## src/rtl/seg_pkg.sv

```systemverilog
// Shared encodings for the seven-segment alternation control path.
// Latency: n/a (types and constants only).
// Backpressure: n/a.
// Contents: mode encodings, sequencer state encoding, default half-period
// for a 50 MHz board clock.
package seg_pkg;

  // Select-line mode requested by the display controller.
  localparam logic [1:0] MODE_HOLD_A = 2'b00;
  localparam logic [1:0] MODE_HOLD_B = 2'b01;
  localparam logic [1:0] MODE_ALT    = 2'b10;
  localparam logic [1:0] MODE_BURST  = 2'b11;

  // 0.5 s per pattern at 50 MHz.
  localparam int DEFAULT_HALF_PERIOD = 25000000;

  typedef enum logic [1:0] {
    IDLE   = 2'b00,
    SHOW_A = 2'b01,
    SHOW_B = 2'b10
  } seg_state_t;

endpackage

```

## src/rtl/seg_prescaler.sv

```systemverilog
// Free-running modulo-PERIOD counter with clear, enable and terminal-count pulse.
// Latency: tc is combinational from the current count; the count wraps on the next edge.
// Backpressure: none; en=0 freezes the count, clr wins over en.
// Ports:
//   clk, rst : clock and synchronous active-high reset
//   clr      : synchronous clear to zero (overrides en)
//   en       : advance the count this cycle
//   tc       : high while en=1 and count == PERIOD-1 (the wrap cycle)
//   cnt      : current count value
module seg_prescaler #(
  parameter int CNT_W  = 26,
  parameter int PERIOD = 25000000
) (
  input  logic             clk,
  input  logic             rst,
  input  logic             clr,
  input  logic             en,
  output logic             tc,
  output logic [CNT_W-1:0] cnt
);

  localparam logic [CNT_W-1:0] LAST = CNT_W'(PERIOD - 1);

  assign tc = en && !clr && (cnt == LAST);

  always_ff @(posedge clk) begin
    if (rst || clr) begin
      cnt <= '0;
    end else if (en) begin
      if (cnt == LAST) begin
        cnt <= '0;
      end else begin
        cnt <= cnt + 1'b1;
      end
    end
  end

endmodule

```

## src/rtl/seg_alt_sequencer.sv

```systemverilog
// Generates the select line of the 7-segment 2:1 display mux: hold A, hold B,
// alternate continuously, or alternate for a fixed burst then rest on A.
// Latency: all outputs registered; mode->select in hold modes is 1 cycle.
// Backpressure: none; start while busy is ignored. Optional pause input
// (macro SEG_ALT_PAUSE_EN) freezes the half-period timer while busy.
// Ports:
//   clk, rst : clock and synchronous active-high reset
//   start    : one-cycle launch pulse, honoured only in IDLE with mode[1]=1
//   mode     : 00 hold A, 01 hold B, 10 alternate, 11 burst
//   pause    : (SEG_ALT_PAUSE_EN only) freeze the timer while busy
//   select   : mux select, 0 = pattern A, 1 = pattern B
//   busy     : alternating (SHOW_A / SHOW_B)
//   done     : one-cycle pulse when a burst run finishes
//   tick     : one-cycle pulse per half-period boundary while alternating
module seg_alt_sequencer
  import seg_pkg::*;
#(
  parameter int CNT_W       = 26,
  parameter int HALF_PERIOD = DEFAULT_HALF_PERIOD,
  parameter int NUM_TOGGLES = 6
) (
  input  logic       clk,
  input  logic       rst,
  input  logic       start,
  input  logic [1:0] mode,
`ifdef SEG_ALT_PAUSE_EN
  input  logic       pause,
`endif
  output logic       select,
  output logic       busy,
  output logic       done,
  output logic       tick
);

  localparam int TC_W = $clog2(NUM_TOGGLES + 1);
  localparam logic [TC_W-1:0] TGL_MAX = TC_W'(NUM_TOGGLES);

  seg_state_t      state, state_n;
  logic            select_n, busy_n, done_n, tick_n;
  logic [TC_W-1:0] tgl_cnt, tgl_cnt_n, tgl_inc;

  logic             pause_act;
  logic             psc_clr, psc_en, psc_tc;
  logic [CNT_W-1:0] psc_cnt;

`ifdef SEG_ALT_PAUSE_EN
  assign pause_act = pause;
`else
  assign pause_act = 1'b0;
`endif

  // Timer only runs while alternating; it is held at zero in IDLE so a
  // launch always starts a full half-period, and an abort clears it.
  assign psc_clr = (state == IDLE) || !mode[1];
  assign psc_en  = (state != IDLE) && mode[1] && !pause_act;

  seg_prescaler #(
    .CNT_W  (CNT_W),
    .PERIOD (HALF_PERIOD)
  ) u_prescaler (
    .clk (clk),
    .rst (rst),
    .clr (psc_clr),
    .en  (psc_en),
    .tc  (psc_tc),
    .cnt (psc_cnt)
  );

  // Saturating toggle count: continuous runs can last indefinitely, and a
  // later switch to burst must still see "already at the limit".
  assign tgl_inc = (tgl_cnt == TGL_MAX) ? tgl_cnt : tgl_cnt + 1'b1;

  always_ff @(posedge clk) begin
    if (rst) begin
      state   <= IDLE;
      select  <= 1'b0;
      busy    <= 1'b0;
      done    <= 1'b0;
      tick    <= 1'b0;
      tgl_cnt <= '0;
    end else begin
      state   <= state_n;
      select  <= select_n;
      busy    <= busy_n;
      done    <= done_n;
      tick    <= tick_n;
      tgl_cnt <= tgl_cnt_n;
    end
  end

  always_comb begin
    state_n   = state;
    select_n  = select;
    done_n    = 1'b0;
    tick_n    = 1'b0;
    tgl_cnt_n = tgl_cnt;

    case (state)
      IDLE: begin
        tgl_cnt_n = '0;
        if (!mode[1]) begin
          select_n = mode[0];
        end else if (start) begin
          state_n  = SHOW_A;
          select_n = 1'b0;
        end
      end

      SHOW_A, SHOW_B: begin
        if (!mode[1]) begin
          // Abort back to a hold mode: no done pulse.
          state_n   = IDLE;
          select_n  = mode[0];
          tgl_cnt_n = '0;
        end else if (psc_tc) begin
          tick_n = 1'b1;
          if (mode == MODE_BURST && tgl_inc >= TGL_MAX) begin
            // Final burst boundary: rest on A instead of inverting.
            state_n   = IDLE;
            select_n  = 1'b0;
            done_n    = 1'b1;
            tgl_cnt_n = '0;
          end else begin
            state_n   = (state == SHOW_A) ? SHOW_B : SHOW_A;
            select_n  = !select;
            tgl_cnt_n = tgl_inc;
          end
        end
      end

      default: begin
        state_n  = IDLE;
        select_n = 1'b0;
      end
    endcase

    busy_n = (state_n != IDLE);
  end

endmodule

```

## config.mk

```make
export PLATFORM = sky130hd
export DESIGN_NAME = seg_alt_sequencer
export DESIGN_NICKNAME = d
export VERILOG_FILES = /design/src/rtl/seg_pkg.sv /design/src/rtl/seg_prescaler.sv /design/src/rtl/seg_alt_sequencer.sv
export SDC_FILE = /design/constraint.sdc
export NUM_CORES = 1
export LEC_CHECK = 0
export ABC_CLOCK_PERIOD_IN_PS = 1970
export BUFFER_PORTS_ARGS = -buffer_cell sky130_fd_sc_hd__buf_2
export CAP_MARGIN = 5
export CORE_MARGIN = 5
export CORE_UTILIZATION = 54
export DETAILED_ROUTE_END_ITERATION = 8
export GPL_TIMING_DRIVEN = 1
export PLACE_DENSITY = 0.74
export REMOVE_ABC_BUFFERS = 1
export SYNTH_ARGS = -nofsm -noshare
export SYNTH_HDL_FRONTEND = slang
export SYNTH_SLANG_ARGS = --single-unit
```

## constraint.sdc

```tcl
create_clock -name clk -period 1.97 [get_ports clk]
set_input_delay 0.394 -clock clk [delete_from_list [all_inputs] [get_ports clk]]
set_output_delay 0.394 -clock clk [all_outputs]
set_load 0.01 [all_outputs]
```

After elaboration in Yosys (flattened, before gate mapping)
Cells that the tools add are included.
- register bits: 35
- bits of input ports: 5
- $add $sub $neg: 2
- order comparisons: 1
- equality and inequality tests: 7
- multiplexer cells: 21
- bitwise logic cells: 3
- reduce and logical (&&, ||, !) cells: 18
- operators with widths (operator ; number):
    $add 26x1->26 const B ; 1
    $eq 26x25->1 const B ; 1
    $mux 26 ; 1
    $mux 2 ; 6
    $mux 3 ; 4
    $mux 1 ; 7
    $ne 3x3->1 const B ; 2
    $pmux 3 s2 ; 1
    $reduce_bool 2->1 ; 3
    $eq 2x2->1 const B ; 2
    $logic_and 1x1->1 ; 4
    $pmux 2 s2 ; 1
    $reduce_and 2->1 ; 2
    $reduce_or 4->1 ; 1
    $add 3x1->3 const B ; 1
    $eq 3x3->1 const B ; 1
    $ge 3x3->1 const B ; 1
    $logic_not 1->1 ; 3
    $not 1->1 ; 3
    $reduce_or 3->1 ; 1
    $eq 2x1->1 const B ; 1
    $logic_not 2->1 ; 1
    $logic_or 1x1->1 ; 2
    $pmux 1 s2 ; 1
    $reduce_or 2->1 ; 1

Longest topological paths before layout
Gate-level depths: netlist of run 1.
- depth after elaboration: 9
- mapped depth: 8
- mapped depth without buffers: 7

By module
Synthesis of run 1 repeated with hierarchy kept, for this count alone.
- cells, all modules: 211
- area total of the unflattened synthesis: 1878.1 µm²
- by module, submodules not included (module ; times used ; cells an instance ; area an instance (µm²) ; seq. area each (µm²)):
    seg_prescaler ; 1 ; 147 ; 1316.3 ; 520.5
    seg_alt_sequencer ; 1 ; 64 ; 561.8 ; 180.2

Least setup slack after synthesis of run 1
No wires, ideal clock.
- path type: reg-to-reg
- from: reg state[0]
- to: reg u_prescaler.cnt[16]
- setup time: 0.070 ns
- data arrival time: 1.865 ns
- data required time: 1.900 ns
- slack: 0.035 ns
- stages on the path, launching flop included: 8
- clock period less this slack: 1.935 ns
- cells stage by stage: dfxtp_1 -> inv_1 -> ha_1 -> nand2b_1 -> nor4_4 -> nand3_1 -> or3_1 -> a21oi_1
- cells in the longest elaborated chain, start to end: 3
- elaborated cells between the ends (all ways): 5
- RTL lines (element ; RTL line ; RTL):
    from (decl) ; seg_alt_sequencer.sv:38 ; seg_state_t state, state_n;
    from (signal assigned) ; seg_alt_sequencer.sv:82 ; state <= state_n;
    $logic_not 2->1 ; seg_alt_sequencer.sv:54 ; assign psc_clr = (state == IDLE) || !mode[1];
    $logic_or 1x1->1 ; seg_alt_sequencer.sv:54 ;
    $logic_or 1x1->1 ; seg_prescaler.sv:27 ; if (rst || clr) begin
    to (signal assigned) ; seg_prescaler.sv:33 ; cnt <= cnt + 1'b1;
    to (decl) ; seg_prescaler.sv:19 ; output logic [CNT_W-1:0] cnt
Several ways; a longest one is shown, not always the timed one.
A chain may end at the register's enable or synchronous reset.

Final worst setup path of run 1
- from: reg u_prescaler.cnt[6]
- to: reg state[0]
- cells in the longest elaborated chain, start to end: 5
- RTL lines (element ; RTL line ; RTL):
    $eq 26x25->1 ; seg_prescaler.sv:24 ; assign tc = en && !clr && (cnt == LAST);
    $logic_and 1x1->1 ; seg_prescaler.sv:24 ;
    $mux 2 ; seg_alt_sequencer.sv:115 ; end else if (psc_tc) begin
    $mux 2 ; seg_alt_sequencer.sv:110 ; if (!mode[1]) begin
    $pmux 2 s2 ; seg_alt_sequencer.sv:98 ; case (state)
No other way between the ends.

==> flow_metrics.env, run 1 <==
export IMPL_ir_drop_mv=0.421
export IMPL_synth_avg_cell_area_um2=8.71
export IMPL_synth_seq_area_share=0.376
export IMPL_crit_fanout=5
export IMPL_first_global_vias=1309
export IMPL_clock_latency_ns=0.33
export IMPL_cp_slowest_stage_delay_ns=0.39
export IMPL_yosys_most_used_dff="dfxtp_1"
export IMPL_status="complete, no violations"
export IMPL_cts_resized_gates=0
export IMPL_route_detailed_drc=0
export IMPL_finalWirelength_um=3690
export IMPL_post_cts_buffers=0
export IMPL_synthDominantCellAreaShare=0.376
export IMPL_fp_dieH_um=68.8
export IMPL_grt_pass1_wl_um=5900
export IMPL_ant_nets=0
export IMPL_ys_warnings_count=0
export IMPL_timing_hold_ws_ns=0.335
export IMPL_setup_ws_ns=0.111
export IMPL_vias_per_cell=5.42
export IMPL_fillers=309
export IMPL_max_cap_viol_count=0
export IMPL_power_density_nw_per_um2=566
export IMPL_timing_critical_path_buf_inv=0
export IMPL_synth_most_common_cell="nor2_1"
export IMPL_hold_start="rst"
export IMPL_cp_top_family="simple AND/OR/NAND/NOR gates"
export IMPL_design_area_um2=2130
export IMPL_worst_setup_path_type="reg -> reg"
export IMPL_crit_arrival_ns=2.06
export IMPL_cts_tree="built"
export IMPL_cts_inserted_buffers=5
export IMPL_start_util=0.559
export IMPL_synth_seq_cells=35
export IMPL_timing_rr_start="u_prescaler.cnt[6]"
export IMPL_synthArstFlopShare=0
export IMPL_vias=1522
export IMPL_power_switching_mw=0.285
export IMPL_drive_above_1_share=0.191
export IMPL_rows=21
export IMPL_synth_edf_count=0
export IMPL_cp_slowest_cell="dfxtp_1"
export IMPL_drt_first_iter_violations=57
export IMPL_max_freq_ghz=0.538
export IMPL_sw_frac_of_total=0.236
export IMPL_dp_slack_ns=0.0274
export IMPL_cts_htree_levels=2
export IMPL_clk_pin_slew_ns=0.11
export IMPL_cts_hold_buffers=0
export IMPL_total_power_mw=1.21
export IMPL_gp_congestion=0.791
export IMPL_synthesis_area_um2=1860
export IMPL_cts_buffer_depth=2
export IMPL_numClockSinks=35
export IMPL_cts_root_buf="clkbuf_4"
export IMPL_worstPathRequired_ns=2.17
export IMPL_dieArea_um2=4730
export IMPL_grtUsageTotal=0.167
export IMPL_intPower_mw=0.921
export IMPL_syn_inst=214
export IMPL_crit_start="u_prescaler.cnt[6]"
export IMPL_core_um2=3340
export IMPL_grt_overflow=0
export IMPL_final_cells=281
export IMPL_worst_setup_path_end_kind="flop"
export IMPL_finalSetupTns_ns=0
export IMPL_nNetsFinal=245
export IMPL_io_pins=9
export IMPL_hold_viol_final=0
export IMPL_worst_pin_slew_ns=0.449
export IMPL_grt_max_degree=27
export IMPL_post_route_util=0.639
export IMPL_wl_per_cell_um=13.1
export IMPL_yosysTopAreaCell="dfxtp_1"
export IMPL_place_inst=273
export IMPL_io_buffers=8
export IMPL_dpl_cell_area_um2=2030
export IMPL_ys_types=44
export IMPL_first_pass_iters=4
export IMPL_drv_slew=0
export IMPL_antenna_cells=0
export IMPL_setup_violations=0
export IMPL_clock_skew_ns=0.0140
export IMPL_hp_class="in -> reg"
export IMPL_crit_path_start_kind="flop"
export IMPL_clockPowerShare=0.347
export IMPL_p_leak_nw=0.741
export IMPL_area_growth_pct=14.4
export IMPL_fin_crit_ns=1.86
export IMPL_seq_power_share=0.593
export IMPL_period_share=0.944
export IMPL_die_w_um=68.8
export IMPL_synthTopCellsByCount="nor2_1 (38), dfxtp_1 (35), nand2_1 (14), xnor2_1 (14), nand3_1 (9)"
export IMPL_worstPathCellList="nor4b_4, nand4_2, nor4_4, mux2i_1, a21boi_0"
export IMPL_antenna_found_initial=0
export IMPL_combPwrFrac=0.060
export IMPL_dp_hpwl_um=2670
export IMPL_slew_headroom=0.700
export IMPL_synthTopCellsByArea="dfxtp_1 (38%), nor2_1 (7.7%), xnor2_1 (6.6%), ha_1 (4.0%), xor2_1 (3.8%)"
area by class of cell:
| cell class | instances | area (µm²) | share of cell area |
|---|---|---|---|
| tap | 46 | 57.6 | 0.0270 |
| inverter | 8 | 30.0 | 0.0141 |
| timing repair buffer | 21 | 150 | 0.0704 |
| multi-input combinational | 163 | 1130 | 0.529 |
| sequential | 35 | 702 | 0.329 |
| clock inverter | 1 | 8.76 | 0.00411 |
| clock buffer | 7 | 55.1 | 0.0258 |
final timing paths:
kind                                      endpoint  slack (ns)  depth (start not counted)
worst max-delay path                      state[0]        0.11                          5
worst min-delay path                    tgl_cnt[0]        0.33                          2
worst min register to register  u_prescaler.cnt[0]        0.45                          1
worst max register to register            state[0]        0.11                          5
per-layer routing:
metal	part of all wire	track usage	routed length, µm
met1	0.50	0.226	1840
met3	0.033	0.0389	121
met2	0.46	0.262	1710
met5	0	0	0
met4	0.0057	0.0511	21
sequential cells by signal, indices dropped and copies added, names as in the netlist:
register and cells:
busy 1, done 1, select 1, state 2
tgl_cnt 3, tick 1, u_prescaler.cnt 26
placed cells by master, fill, tap and decap left out, types with 2 or more instances in the layout:
cell,Yosys,layout
a21oi_1,4,4
and3_1,5,5
and4_1,4,4
buf_2,1,8
buf_4,4,12
clkbuf_4,0,5
dfxtp_1,35,34
ha_1,6,5
inv_1,8,8
mux2i_1,3,3
nand2_1,14,14
nand2b_1,3,3
nand3_1,9,9
nand4_1,8,8
nor2_1,38,38
nor3_1,8,5
nor3_2,1,3
nor4_1,4,4
nor4_4,2,2
nor4b_4,2,2
o211ai_1,2,2
o21ai_0,6,6
or2_2,2,2
or3_1,2,2
xnor2_1,14,14
xor2_1,8,8
power by group through the flow:
| stage | combinational [mW] | clock (mW) | sequential [mW] |
|---|---|---|---|
| CTS | 0.0692 | 0.429 | 0.715 |
| floorplan | 0.0334 | 0 | 0.733 |
| finish | 0.0728 | 0.418 | 0.715 |
| detailed placement | 0.0692 | 0 | 0.731 |
| global route | 0.0807 | 0.473 | 0.716 |
| global placement | 0.0677 | 0 | 0.731 |
cell families (layout without fill, tap and decap cells):
kind of cell,after synthesis,count (layout),share of synthesized area
AOI/OAI and AO/OA,20,20,0.0691
buffers and inverters,16,37,0.0409
adders and majority gates,6,6,0.0403
and+or+nand+nor,112,112,0.354
DFF,35,35,0.376
muxes,3,3,0.0161
xor gates and xnor gates,22,22,0.103
Note: power is estimated with default switching activity, not from simulation.
==> run 2, diff against run 1 <==
- CELL_PAD_IN_SITES_DETAIL_PLACEMENT: default -> 1
- CELL_PAD_IN_SITES_GLOBAL_PLACEMENT: default -> 1
- CORE_UTILIZATION: 54 -> 42
- PLACE_DENSITY: 0.74 -> default
- PLACE_DENSITY_LB_ADDON: default -> 0.1
==> flow_metrics.env, run 2 (same netlist as run 1, synthesis figures left out) <==
export IMPL_finalWirelength_um=4570
export IMPL_max_freq_ghz=0.540
export IMPL_design_area_um2=2250
export IMPL_timing_critical_path_buf_inv=1
export IMPL_layout_common_cells="nor2_1 (38), dfxtp_1 (32), buf_4 (16)"
export IMPL_cp_slowest_stage_delay_ns=0.41
export IMPL_hold_viol_final=0
export IMPL_clk_pin_slew_ns=0.07
export IMPL_cts_inserted_buffers=5
export IMPL_grt_max_degree=27
export IMPL_wl_per_cell_um=15.7
export IMPL_first_pass_iters=4
export IMPL_timing_hold_ws_ns=0.388
export IMPL_core_um2=4320
export IMPL_ir_drop_mv=0.297
export IMPL_max_cap_viol_count=0
export IMPL_dpl_cell_area_um2=2060
export IMPL_io_pins=9
export IMPL_drive_above_1_share=0.238
export IMPL_cts_htree_levels=2
export IMPL_crit_fanout=4
export IMPL_cts_buffer_depth=2
export IMPL_cp_top_family="simple AND/OR/NAND/NOR gates"
export IMPL_final_common_cell="nor2_1"
export IMPL_power_density_nw_per_um2=648
export IMPL_cts_root_buf="clkbuf_8"
export IMPL_setup_violations=0
export IMPL_fillers=508
export IMPL_fp_dieH_um=76.6
export IMPL_numClockSinks=35
export IMPL_area_growth_pct=20.9
export IMPL_start_util=0.431
export IMPL_drv_slew=0
export IMPL_nNetsFinal=250
export IMPL_fin_crit_ns=1.85
export IMPL_crit_path_start_kind="flop"
export IMPL_io_buffers=8
export IMPL_antenna_cells=0
export IMPL_gp_congestion=0.851
export IMPL_die_w_um=76.6
export IMPL_top_register="u_prescaler.cnt"
export IMPL_cp_slowest_cell="nor4_1"
export IMPL_worstPathRequired_ns=2.15
export IMPL_route_detailed_drc=0
export IMPL_grt_pass1_wl_um=7940
export IMPL_antenna_found_initial=0
export IMPL_drt_first_iter_violations=83
export IMPL_largest_reg_flops=26
export IMPL_vias=1597
export IMPL_first_global_vias=1778
export IMPL_slew_headroom=0.741
export IMPL_crit_arrival_ns=2.03
export IMPL_worst_pin_slew_ns=0.386
export IMPL_reg_largest_list="u_prescaler.cnt (26), tgl_cnt (3), state (2)"
export IMPL_worstPathCellList="inv_1, ha_2, and4b_1, nand4_1, nor4_1, xnor2_1, nor2_1"
export IMPL_worst_setup_path_end_kind="flop"
export IMPL_grt_overflow=0
export IMPL_dp_hpwl_um=3460
export IMPL_rows=24
export IMPL_status="complete, no violations"
export IMPL_clock_skew_ns=0.00401
export IMPL_worst_setup_path_type="reg -> reg"
export IMPL_cts_hold_buffers=0
export IMPL_dieArea_um2=5870
export IMPL_ant_nets=0
export IMPL_vias_per_cell=5.47
export IMPL_hp_class="in -> reg"
export IMPL_grtUsageTotal=0.162
export IMPL_period_share=0.939
export IMPL_post_route_util=0.521
export IMPL_cts_tree="built"
export IMPL_p_leak_nw=0.780
export IMPL_clock_latency_ns=0.29
run 2: cell types whose count changed in the layout (fill, tap and decap cells not counted), sizes merged:
cell	previous run	this run
bufinv	0	1
buf	21	26
clkbuf	7	6
run 2: routing by layer:
metal / vias to the layer above / global-route usage / part of all wire
li1: 795 / - / -
met1: 775 / 0.181 / 0.44
met2: 18 / 0.295 / 0.53
met3: 9 / 0.0355 / 0.020
met4: 0 / 0.0629 / 0.017
met5: - / 0 / 0
run 2: worst reg2reg max path, cell delays in order (launching register included):
cell	delay [ns]
dfxtp_4	0.37
inv_1	0.06
ha_2	0.20
and4b_1	0.29
nand4_1	0.21
nor4_1	0.41
xnor2_1	0.16
nor2_1	0.05
run 2: power by group:
part,internal (mW),switching (mW)
Sequential,0.712,0.00380
Clock,0.409,0.263
Combinational,0.0296,0.0426
Total,1.15,0.310
run 2: area by class of cell:
class / count / area (µm²) / share of cell area
Clock buffer: 6 / 82.6 / 0.0366
Clock inverter: 2 / 35.0 / 0.0155
Inverter: 8 / 30.0 / 0.0133
Multi-Input combinational cell: 163 / 1140 / 0.507
Sequential cell: 35 / 707 / 0.314
Tap cell: 52 / 65.1 / 0.0289
Timing Repair Buffer: 26 / 191 / 0.0849
run 2: stage by stage:
stage | TNS (ns) | total power, mW | setup slack [ns] | std cells
floorplan | -1.41 | 0.767 | -0.0574 | 206
global placement | 0 | 0.796 | 0.0158 | 283
detailed placement | -0.237 | 0.801 | -0.0766 | 283
CTS | 0 | 1.48 | 0.0319 | 291
global route | -0.0312 | 1.53 | -0.0168 | 292
finish | 0 | 1.46 | 0.119 | 292
run 2: final timing paths:
check / start / end / slack, ns / cells past startpoint
worst max register to register: state[0] / u_prescaler.cnt[25] / 0.12 / 7
worst max-delay path: state[0] / u_prescaler.cnt[25] / 0.12 / 7
worst min register to register: u_prescaler.cnt[0] / u_prescaler.cnt[0] / 0.46 / 1
worst min-delay path: rst / tgl_cnt[0] / 0.39 / 2
run 2: repair_timing:
action                                  in CTS  in global routing
setup buffers                                0                  1
pin swaps                                    1                  3
endpoints found under the hold margin        0                  0
gates cloned                                 0                  0
gates resized for setup                      4                 11
endpoints found under the setup margin       9                 14
==> run 3, diff against run 2 <==
- ABC_AREA: default -> 1
- CORE_UTILIZATION: 42 -> 39
==> flow_metrics.env, run 3 <==
export IMPL_crit_arrival_ns=1.99
export IMPL_synthTopCellsByArea="dfxtp_1 (33%), nand2_1 (14%), nor2_1 (9.8%), inv_1 (8.7%), nand3_1 (7.4%)"
export IMPL_clk_pin_slew_ns=0.07
export IMPL_finalWirelength_um=5630
export IMPL_cp_top_family="simple AND/OR/NAND/NOR gates"
export IMPL_start_util=0.396
export IMPL_period_share=0.924
export IMPL_hold_viol_final=0
export IMPL_max_cap_viol_count=0
export IMPL_power_density_nw_per_um2=529
export IMPL_cts_inserted_buffers=5
export IMPL_seq_power_share=0.553
export IMPL_largest_reg_flops=26
export IMPL_clock_latency_ns=0.29
export IMPL_worst_setup_path_end_kind="flop"
export IMPL_clockPowerShare=0.375
export IMPL_synth_avg_cell_area_um2=6.48
export IMPL_route_detailed_drc=0
export IMPL_intPower_mw=0.986
export IMPL_top_register="u_prescaler.cnt"
export IMPL_clock_skew_ns=0.00996
export IMPL_power_switching_mw=0.318
export IMPL_worst_pin_slew_ns=0.375
export IMPL_cts_htree_levels=2
export IMPL_timing_critical_path_buf_inv=1
export IMPL_fillers=750
export IMPL_antenna_found_initial=0
export IMPL_fin_crit_ns=1.82
export IMPL_cts_buffer_depth=2
export IMPL_synthArstFlopShare=0
export IMPL_drv_slew=0
export IMPL_reg_largest_list="u_prescaler.cnt (26), tgl_cnt (3), state (2)"
export IMPL_worstPathCellList="ha_1, nand2_1, nor2_2, nand2_2, nor3_2, nand3_1, nand2_2, clkinvlp_4, o21ai_0, a21oi_1"
export IMPL_final_common_cell="nand2_1"
export IMPL_grt_max_degree=10
export IMPL_status="complete, no violations"
export IMPL_post_route_util=0.453
export IMPL_synth_edf_count=0
export IMPL_combPwrFrac=0.073
export IMPL_timing_rr_start="u_prescaler.cnt[0]"
export IMPL_layout_common_cells="nand2_1 (80), nor2_1 (55), inv_1 (49)"
export IMPL_yosys_most_used_dff="dfxtp_1"
export IMPL_ys_warnings_count=0
export IMPL_crit_start="u_prescaler.cnt[0]"
export IMPL_first_global_vias=2100
export IMPL_vias=2053
export IMPL_antenna_cells=0
export IMPL_cts_root_buf="clkbuf_8"
export IMPL_rows=27
export IMPL_cts_hold_buffers=0
export IMPL_numClockSinks=35
export IMPL_gp_congestion=0.813
export IMPL_grtUsageTotal=0.171
export IMPL_worst_setup_path_type="reg -> reg"
export IMPL_design_area_um2=2460
export IMPL_dp_slack_ns=0.0565
export IMPL_crit_path_start_kind="flop"
export IMPL_hold_start="rst"
export IMPL_p_leak_nw=0.980
export IMPL_cp_slowest_cell="dfxtp_1"
export IMPL_vias_per_cell=4.82
export IMPL_die_w_um=84.3
export IMPL_worstPathRequired_ns=2.14
export IMPL_sw_frac_of_total=0.244
export IMPL_core_um2=5440
export IMPL_dpl_cell_area_um2=2330
export IMPL_grt_overflow=0
export IMPL_area_growth_pct=14.5
export IMPL_final_seq_area_um2=702
export IMPL_drt_first_iter_violations=64
export IMPL_max_freq_ghz=0.549
export IMPL_synthDominantCellAreaShare=0.326
export IMPL_io_pins=9
export IMPL_finalSetupTns_ns=0
export IMPL_synthTopCellsByCount="nand2_1 (82), nor2_1 (56), inv_1 (50)"
export IMPL_ant_nets=0
export IMPL_critPathMostFrequentCell="nand2_2"
export IMPL_timing_hold_ws_ns=0.358
export IMPL_dieArea_um2=7100
export IMPL_synthesis_area_um2=2150
export IMPL_synth_seq_area_share=0.326
export IMPL_fp_dieH_um=84.3
export IMPL_multiInputGateArea_um2=1290
export IMPL_ir_drop_mv=0.262
export IMPL_nNetsFinal=366
export IMPL_setup_ws_ns=0.149
export IMPL_syn_inst=332
export IMPL_setup_violations=0
export IMPL_cp_slowest_stage_delay_ns=0.34
export IMPL_wl_per_cell_um=13.2
export IMPL_drive_above_1_share=0.147
export IMPL_cts_tree="built"
export IMPL_crit_fanout=8
export IMPL_slew_headroom=0.748
export IMPL_io_buffers=8
export IMPL_dp_hpwl_um=4540
export IMPL_synth_most_common_cell="nand2_1"
export IMPL_grt_pass1_wl_um=9890
export IMPL_synth_seq_cells=35
export IMPL_yosysTopAreaCell="dfxtp_1"
export IMPL_ys_types=30
export IMPL_first_pass_iters=5
export IMPL_hp_class="in -> reg"
[run 3: metal layers]
metal | track usage | vias up | wire length [µm] | part of all wire
met3 | 0.0324 | 6 | 191 | 0.034
met2 | 0.277 | 20 | 2520 | 0.45
li1 | - | 1091 | - | -
met1 | 0.234 | 936 | 2850 | 0.51
met4 | 0.0395 | 0 | 68 | 0.012
met5 | 0 | - | 0 | 0
[run 3: cell type report]
class,instances,area share
repair buffers,17,0.0437
multi-input cells,242,0.522
well taps,72,0.0365
inverters,54,0.0838
clock buffers,6,0.0294
flip-flops and latches,35,0.285
[run 3: power groups by stage]
stage	registers, mW	logic [mW]	clock network [mW]
6_report	0.721	0.0949	0.489
5_1_grt	0.722	0.108	0.548
4_1_cts	0.721	0.0909	0.507
3_5_place_dp	0.737	0.0906	0
3_3_place_gp	0.737	0.0898	0
2_1_floorplan	0.738	0.0565	0
[run 3: path summary, 6_finish.rpt]
path                    endpoint  slack [ns]  cells after the start
max          u_prescaler.cnt[11]        0.15                     10
min                   tgl_cnt[0]        0.36                      2
max reg2reg  u_prescaler.cnt[11]        0.15                     10
min reg2reg           tgl_cnt[1]        0.50                      2
[run 3: stage by stage]
step / std cells / power (mW)
global route: 426 / 1.38
finish: 426 / 1.30
global placement: 418 / 0.827
CTS: 424 / 1.32
floorplan: 331 / 0.795
detailed placement: 418 / 0.828
[run 3: cell families after synthesis]
family          after synthesis  share of synthesized area
xor+xnor                      4                     0.0163
simple gates                204                      0.456
buf+inv                      55                     0.0965
fa+ha+maj                     6                     0.0349
compound gates               28                     0.0709
flops                        35                      0.326
[run 3: timing repair]
item	in CTS	in global routing
setup endpoints to repair	0	13
setup buffers	0	2
gates resized for setup	0	15
